==> config.mk <==
export PLATFORM = sky130hd
export DESIGN_NAME = ball_sequencer
export DESIGN_NICKNAME = d
export VERILOG_FILES = /design/src/rtl/ball_sequencer.sv
export SDC_FILE = /design/constraint.sdc
export NUM_CORES = 1
export LEC_CHECK = 0
export BUFFER_PORTS_ARGS = -buffer_cell sky130_fd_sc_hd__buf_2
export CAP_MARGIN = 20
export CORE_ASPECT_RATIO = 0.5
export CORE_MARGIN = 2
export CORE_UTILIZATION = 47
export CTS_BUF_LIST = sky130_fd_sc_hd__clkbuf_16
export DETAILED_ROUTE_END_ITERATION = 16
export PLACE_DENSITY = 0.7
export SLEW_MARGIN = 20
export SYNTH_ARGS = -nofsm -noshare
export SYNTH_HDL_FRONTEND = slang
export SYNTH_SLANG_ARGS = --single-unit
==> constraint.sdc <==
create_clock -name clk -period 3 [get_ports clk]
set_clock_uncertainty 0.2 [all_clocks]
set_input_delay 0.9 -clock clk [delete_from_list [all_inputs] [get_ports clk]]
set_output_delay 0.9 -clock clk [all_outputs]
set_load 0.03 [all_outputs]
==> src/rtl/ball_sequencer.sv <==
// ball_sequencer: serve/play/score sequencing and collision-driven ball direction control
module ball_sequencer #(
  parameter int BALL_SIZE      = 15,
  parameter int DISPLAY_WIDTH  = 639,
  parameter int DISPLAY_HEIGHT = 479,
  parameter int PADDLE_W       = 10,
  parameter int PADDLE_H       = 80,
  parameter int PADDLE_L_X     = 20,
  parameter int PADDLE_R_X     = 609,
  parameter int SERVE_TICKS    = 64,
  parameter int WIN_SCORE      = 7
) (
  input  logic       clk,
  input  logic       reset,
  input  logic       start,
  input  logic       move_tick,
  input  logic [9:0] ball_x,
  input  logic [9:0] ball_y,
  input  logic [9:0] paddle_l_y,
  input  logic [9:0] paddle_r_y,
  output logic       ball_reset,
  output logic       dir_horiz,
  output logic       dir_vert,
  output logic [3:0] score_l,
  output logic [3:0] score_r,
  output logic       point_l,
  output logic       point_r,
  output logic       game_over,
  output logic [1:0] state
);
  localparam int CW = $clog2(SERVE_TICKS);
  localparam logic [10:0] BS    = 11'(BALL_SIZE);
  localparam logic [10:0] PH    = 11'(PADDLE_H);
  localparam logic [10:0] V_MAX = 11'(DISPLAY_HEIGHT - BALL_SIZE);
  localparam logic [10:0] H_MAX = 11'(DISPLAY_WIDTH - BALL_SIZE);
  localparam logic [10:0] L_LO  = 11'(PADDLE_L_X);
  localparam logic [10:0] L_HI  = 11'(PADDLE_L_X + PADDLE_W);
  localparam logic [10:0] R_LO  = 11'(PADDLE_R_X);
  localparam logic [10:0] R_HI  = 11'(PADDLE_R_X + PADDLE_W);
  localparam logic [CW-1:0] CNT_LAST = CW'(SERVE_TICKS - 1);
  localparam logic [3:0] WIN = 4'(WIN_SCORE);
  typedef enum logic [1:0] {IDLE = 2'd0, SERVE = 2'd1, PLAY = 2'd2, OVER = 2'd3} state_t;
  state_t st, st_n;
  logic [CW-1:0] cnt, cnt_n;
  logic dh_n, dv_n, pl_n, pr_n;
  logic [3:0] sl_n, sr_n;
  logic [10:0] bx, by, ly, ry;
  logic ov_l, ov_r, hit_l, hit_r, miss_l, miss_r;
  // Positions widened by one bit so paddle/ball extents never wrap
  assign bx = {1'b0, ball_x};
  assign by = {1'b0, ball_y};
  assign ly = {1'b0, paddle_l_y};
  assign ry = {1'b0, paddle_r_y};
  assign ov_l = by + BS >= ly && by <= ly + PH;
  assign ov_r = by + BS >= ry && by <= ry + PH;
  assign hit_l = !dir_horiz && ov_l && bx <= L_HI && bx >= L_LO;
  assign hit_r = dir_horiz && ov_r && bx + BS >= R_LO && bx <= R_HI;
  assign miss_l = !dir_horiz && bx == 11'd0;
  assign miss_r = dir_horiz && bx >= H_MAX;
  assign state = st;
  // Next-state, score and direction decisions; a miss takes priority over any bounce
  always_comb begin
    st_n = st;
    cnt_n = cnt;
    dh_n = dir_horiz;
    dv_n = dir_vert;
    sl_n = score_l;
    sr_n = score_r;
    pl_n = 1'b0;
    pr_n = 1'b0;
    case (st)
      IDLE, OVER: if (start) begin
        st_n = SERVE;
        cnt_n = '0;
        sl_n = '0;
        sr_n = '0;
        dh_n = 1'b1;
      end
      SERVE: if (move_tick) begin
        cnt_n = cnt + 1'b1;
        if (cnt == CNT_LAST) begin
          st_n = PLAY;
          dv_n = !dir_vert;
        end
      end
      default: if (miss_l || miss_r) begin
        sr_n = score_r + {3'd0, miss_l};
        sl_n = score_l + {3'd0, miss_r};
        pr_n = miss_l;
        pl_n = miss_r;
        dh_n = miss_l;
        cnt_n = '0;
        st_n = (sr_n == WIN || sl_n == WIN) ? OVER : SERVE;
      end else begin
        dv_n = (!dir_vert && by == 11'd0) ? 1'b1 : (dir_vert && by >= V_MAX) ? 1'b0 : dir_vert;
        dh_n = hit_l ? 1'b1 : hit_r ? 1'b0 : dir_horiz;
      end
    endcase
  end
  // Registered outputs; ball is held at centre whenever not in play
  always_ff @(posedge clk or posedge reset) begin
    if (reset) begin
      st <= IDLE;
      cnt <= '0;
      ball_reset <= 1'b1;
      dir_horiz <= 1'b1;
      dir_vert <= 1'b1;
      score_l <= '0;
      score_r <= '0;
      point_l <= 1'b0;
      point_r <= 1'b0;
      game_over <= 1'b0;
    end else begin
      st <= st_n;
      cnt <= cnt_n;
      ball_reset <= st_n != PLAY;
      dir_horiz <= dh_n;
      dir_vert <= dv_n;
      score_l <= sl_n;
      score_r <= sr_n;
      point_l <= pl_n;
      point_r <= pr_n;
      game_over <= st_n == OVER;
    end
  end
endmodule

==> impl_results.md <==
- Number of top-level design ports: 60
- Clock latency on the worst-skew pair: 0.25 ns
- Met1 Use GR: 27.6%
- Number of flops mapped to enable cells by yosys: 0
- Worst min-delay path category: flop to flop
- Cell types with the largest area share after synthesis: ha_1 23%, dfrtp_1 16%, inv_1 4.0%, nand3_1 3.4%, nand2_1 3.0%
- TritonCTS Buffers: 3
- Maximum clock insertion buffer count: 2
- Min-Delay Startpoint: score_l[0]
- WL/cell: 15.0 um
- Number of standard-cell rows in the floorplan: 20
- Multiplexer share of the synthesized area: 0%
- Post-Route Utilization: 65.9%
- Count of pins over their slew limit: 0
- Via Count: 3055
- MaxCap Viol Count: 0
- Antenna violations before repair: 0
- R2r worst-path depth: 8
- Detailed router's first-iteration violation count: 158
- GPL Wtd Cong: 0.818
- Core region area: 6110 um2
- Critical path start-end classification: primary input to flop
- Gr ovfl total: 0
- Final std cells w/o fill: 544
- Transition time at the pin with the least slew margin: 0.825 ns
- Average cell area after synthesis: 8.49 um2
- Total chip power: 0.00170 W
- Setup repair after global routing missed its margin: yes
- Pin count of the biggest net entering global routing: 23
- Vias in the first global route: 2949
- Count of distinct cell types in the synthesized netlist: 77
- Initial Utilization: 48.8%
- Reg-to-reg endpoint: ball_reset
- Number of port buffers: 59
- Static leakage: 1.96 nW
- Number of DRC violations after detailed routing: 0
- Area Overhead vs Synth: 35.0%
- Total GRT Usage: 23.3%
- CP Max Fanout: 3
- Synthesized-area fraction occupied by ao, oa, aoi and oai cells: 25.9%
- Number of nets produced by synthesis: 449
- Met3 routing resource usage after global routing: 2.54%
- Die X: 117 um
- Gate count after technology mapping: 351
- Async set-reset flop share out of synthesis: 100%
- Number of routed nets with antenna violations: 0
- Most area-hungry cell type in the Yosys netlist: ha_1
- Total Negative Setup Slacks: 0 ns
- Wire length of the first global-routing pass: 13.0 mm
- Post-synthesis register bit count: 22
- Share of the clock period used by the worst path after layout: 97.6%
- Die Area: 7030 um2
- Max transition margin: 44.9%
- Power per Cell Area: 422 nW/um2
- Final Hold Fails: 0
- Most heavily used metal layer in global routing: met2
- Sequential fraction of the synthesis area: 18.6%
- Clock slew at reported path FFs: 0.06 ns
- Number of detailed-routing iterations run before antenna repair: 5
- Type of element launching the critical path: primary input
- Post-placement cell count: 536
- Capturing element type of the critical path: flop
- Number of setup violations in the final report: 0
- Run status: finished, final reports clean
- Critical path arrival: 2.91 ns
- Die boundary height: 60.3 um
- Adder and majority gate portion of the synthesized area: 22.7%
- Root buf cell: clkbuf_16
- Grt met2 use: 47.4%
- Clock tree sinks: 22
- Cell depth of the worst min-delay path: 2
- Number of diodes added for antenna fixing: 0
- Maximum clock rate: 0.342 GHz
- Leading cell types in the layout, fill and taps excluded: 55 x buf_2, 49 x ha_1, 49 x buf_4, 30 x inv_1, 24 x nand2_1
- Final-layout fill cell count: 525
- Destination of the worst hold path: score_l[0]
- Netlist area before placement: 2980 um2
- Number of vias per cell: 5.62
- Fraction of synthesized cell area taken by the top area cell type: 22.7%
- Number of nets in the finished design: 555
- Share of synthesized cell area in and, or, nand and nor gates: 22.1%
- Data required time of the critical path: 2.98 ns
- DPL Wire Length: 6.68 mm
- Clock tree from TritonCTS: yes
- Most frequent standard cell in the layout excluding fill and tap cells: buf_2
- Final Critical Period: 2.93 ns
- WL final: 8.14 mm
- CTS H-tree depth: 1
- Count of yosys warnings during synthesis: 0
- Origin of the critical flop-to-flop path: dir_horiz
- Leading register cell type out of synthesis: dfrtp_1
- Post-synthesis xor/xnor area fraction: 4.70%
- Setup slack of the worst register-to-register path: 0.57 ns
- Dominant combinational cell family by area after synthesis: compound AO/OA/AOI/OAI gates
- Fraction of final layout cells sized beyond drive strength 1: 33.8%
- Peak ir drop on the vdd network: 0.000221 V
==> layer usage <==
layer  routed length (um)  vias to the layer above  part of all wire [%]
li1                     -                     1539                     -
met1                 3540                     1452                    43
met2                 4240                       58                    52
met3                  308                        6                   3.8
met4                   51                        0                  0.63
met5                    0                        -                     0
==> how the worst max path moves through the flow <==
| stage | from | to | slack [ns] | depth (start not counted) |
|---|---|---|---|---|
| floorplan | ball_y[0] | dir_horiz | -0.004 | 12 |
| global placement | ball_y[0] | dir_horiz | -0.19 | 12 |
| detailed placement | ball_y[1] | dir_horiz | -0.29 | 10 |
| CTS | ball_y[0] | dir_horiz | 0.02 | 13 |
| global route | ball_y[0] | dir_horiz | -0.06 | 13 |
| finish | ball_y[1] | dir_horiz | 0.07 | 10 |
==> final cells by class <==
cell class                      count  area, um2  share of cell area [%]
Multi-Input combinational cell    288       2420                    60.1
Clock buffer                        3       75.1                    1.87
Sequential cell                    22        554                    13.8
Clock inverter                      1       30.0                   0.746
Inverter                           33        129                    3.20
Tap cell                           88        110                    2.74
Timing Repair Buffer              109        707                    17.6
==> critical path: stages <==
cell,delay (ns)
buf_6,0.10
or4_4,0.54
nor2b_1,0.18
xor2_1,0.17
ha_1,0.20
a21o_1,0.16
a21oi_2,0.15
o31ai_2,0.10
a41o_1,0.23
a211oi_2,0.17
==> power breakdown <==
part | total [W] | switching (W) | internal, W
clock | 0.000370 | 0.000105 | 0.000265
combinational | 0.000929 | 0.000524 | 0.000405
sequential | 0.000400 | 0.0000570 | 0.000343
total | 0.00170 | 0.000686 | 0.00101
==> state kept, by name, indices dropped and copies added, names as in the netlist <==
signal,cells
game_over,1
score_r,4
dir_vert,1
score_l,4
point_r,1
cnt,6
point_l,1
ball_reset,1
dir_horiz,1
state,2
==> logic make-up after synthesis <==
kind of cell / after synthesis
compound gates: 103
xor+xnor: 16
fa+ha+maj: 54
buf+inv: 41
flops: 22
simple gates: 115
==> stage by stage <==
stage	setup WS [ns]	area [um2]	hold WS (ns)
2_1_floorplan	-0.00390	3040	0.304
3_3_place_gp	-0.193	3730	0.293
3_5_place_dp	-0.290	3730	0.310
4_1_cts	0.0202	3850	0.327
5_1_grt	-0.0612	4020	0.343
6_report	0.0724	4020	0.321
==> cells in the mapped netlist, drive strengths merged (4+ instances only) <==
| cell type | count |
|---|---|
| nor2b | 4 |
| nor3 | 5 |
| o21ai | 18 |
| nand4 | 5 |
| xor2 | 6 |
| ha | 54 |
| nor2 | 14 |
| or2 | 4 |
| inv | 33 |
| nand3 | 20 |
| nand2 | 24 |
| dfrtp | 19 |
| o21a | 4 |
| o31ai | 12 |
| a21boi | 5 |
| a21o | 8 |
| and2 | 4 |
| buf | 6 |
| a31oi | 7 |
| nand2b | 6 |
| xnor2 | 10 |
| a21oi | 17 |
==> what timing repair did <==
action                     4_1_cts  5_1_grt
hold endpoints to repair         0        0
pin swaps                        3       23
setup endpoints to repair        1        3
gates cloned                     0        0
resized for setup                2       33
hold buffers                     0        0
setup buffers                    1        3
Note: power is estimated with default switching activity, not from simulation.
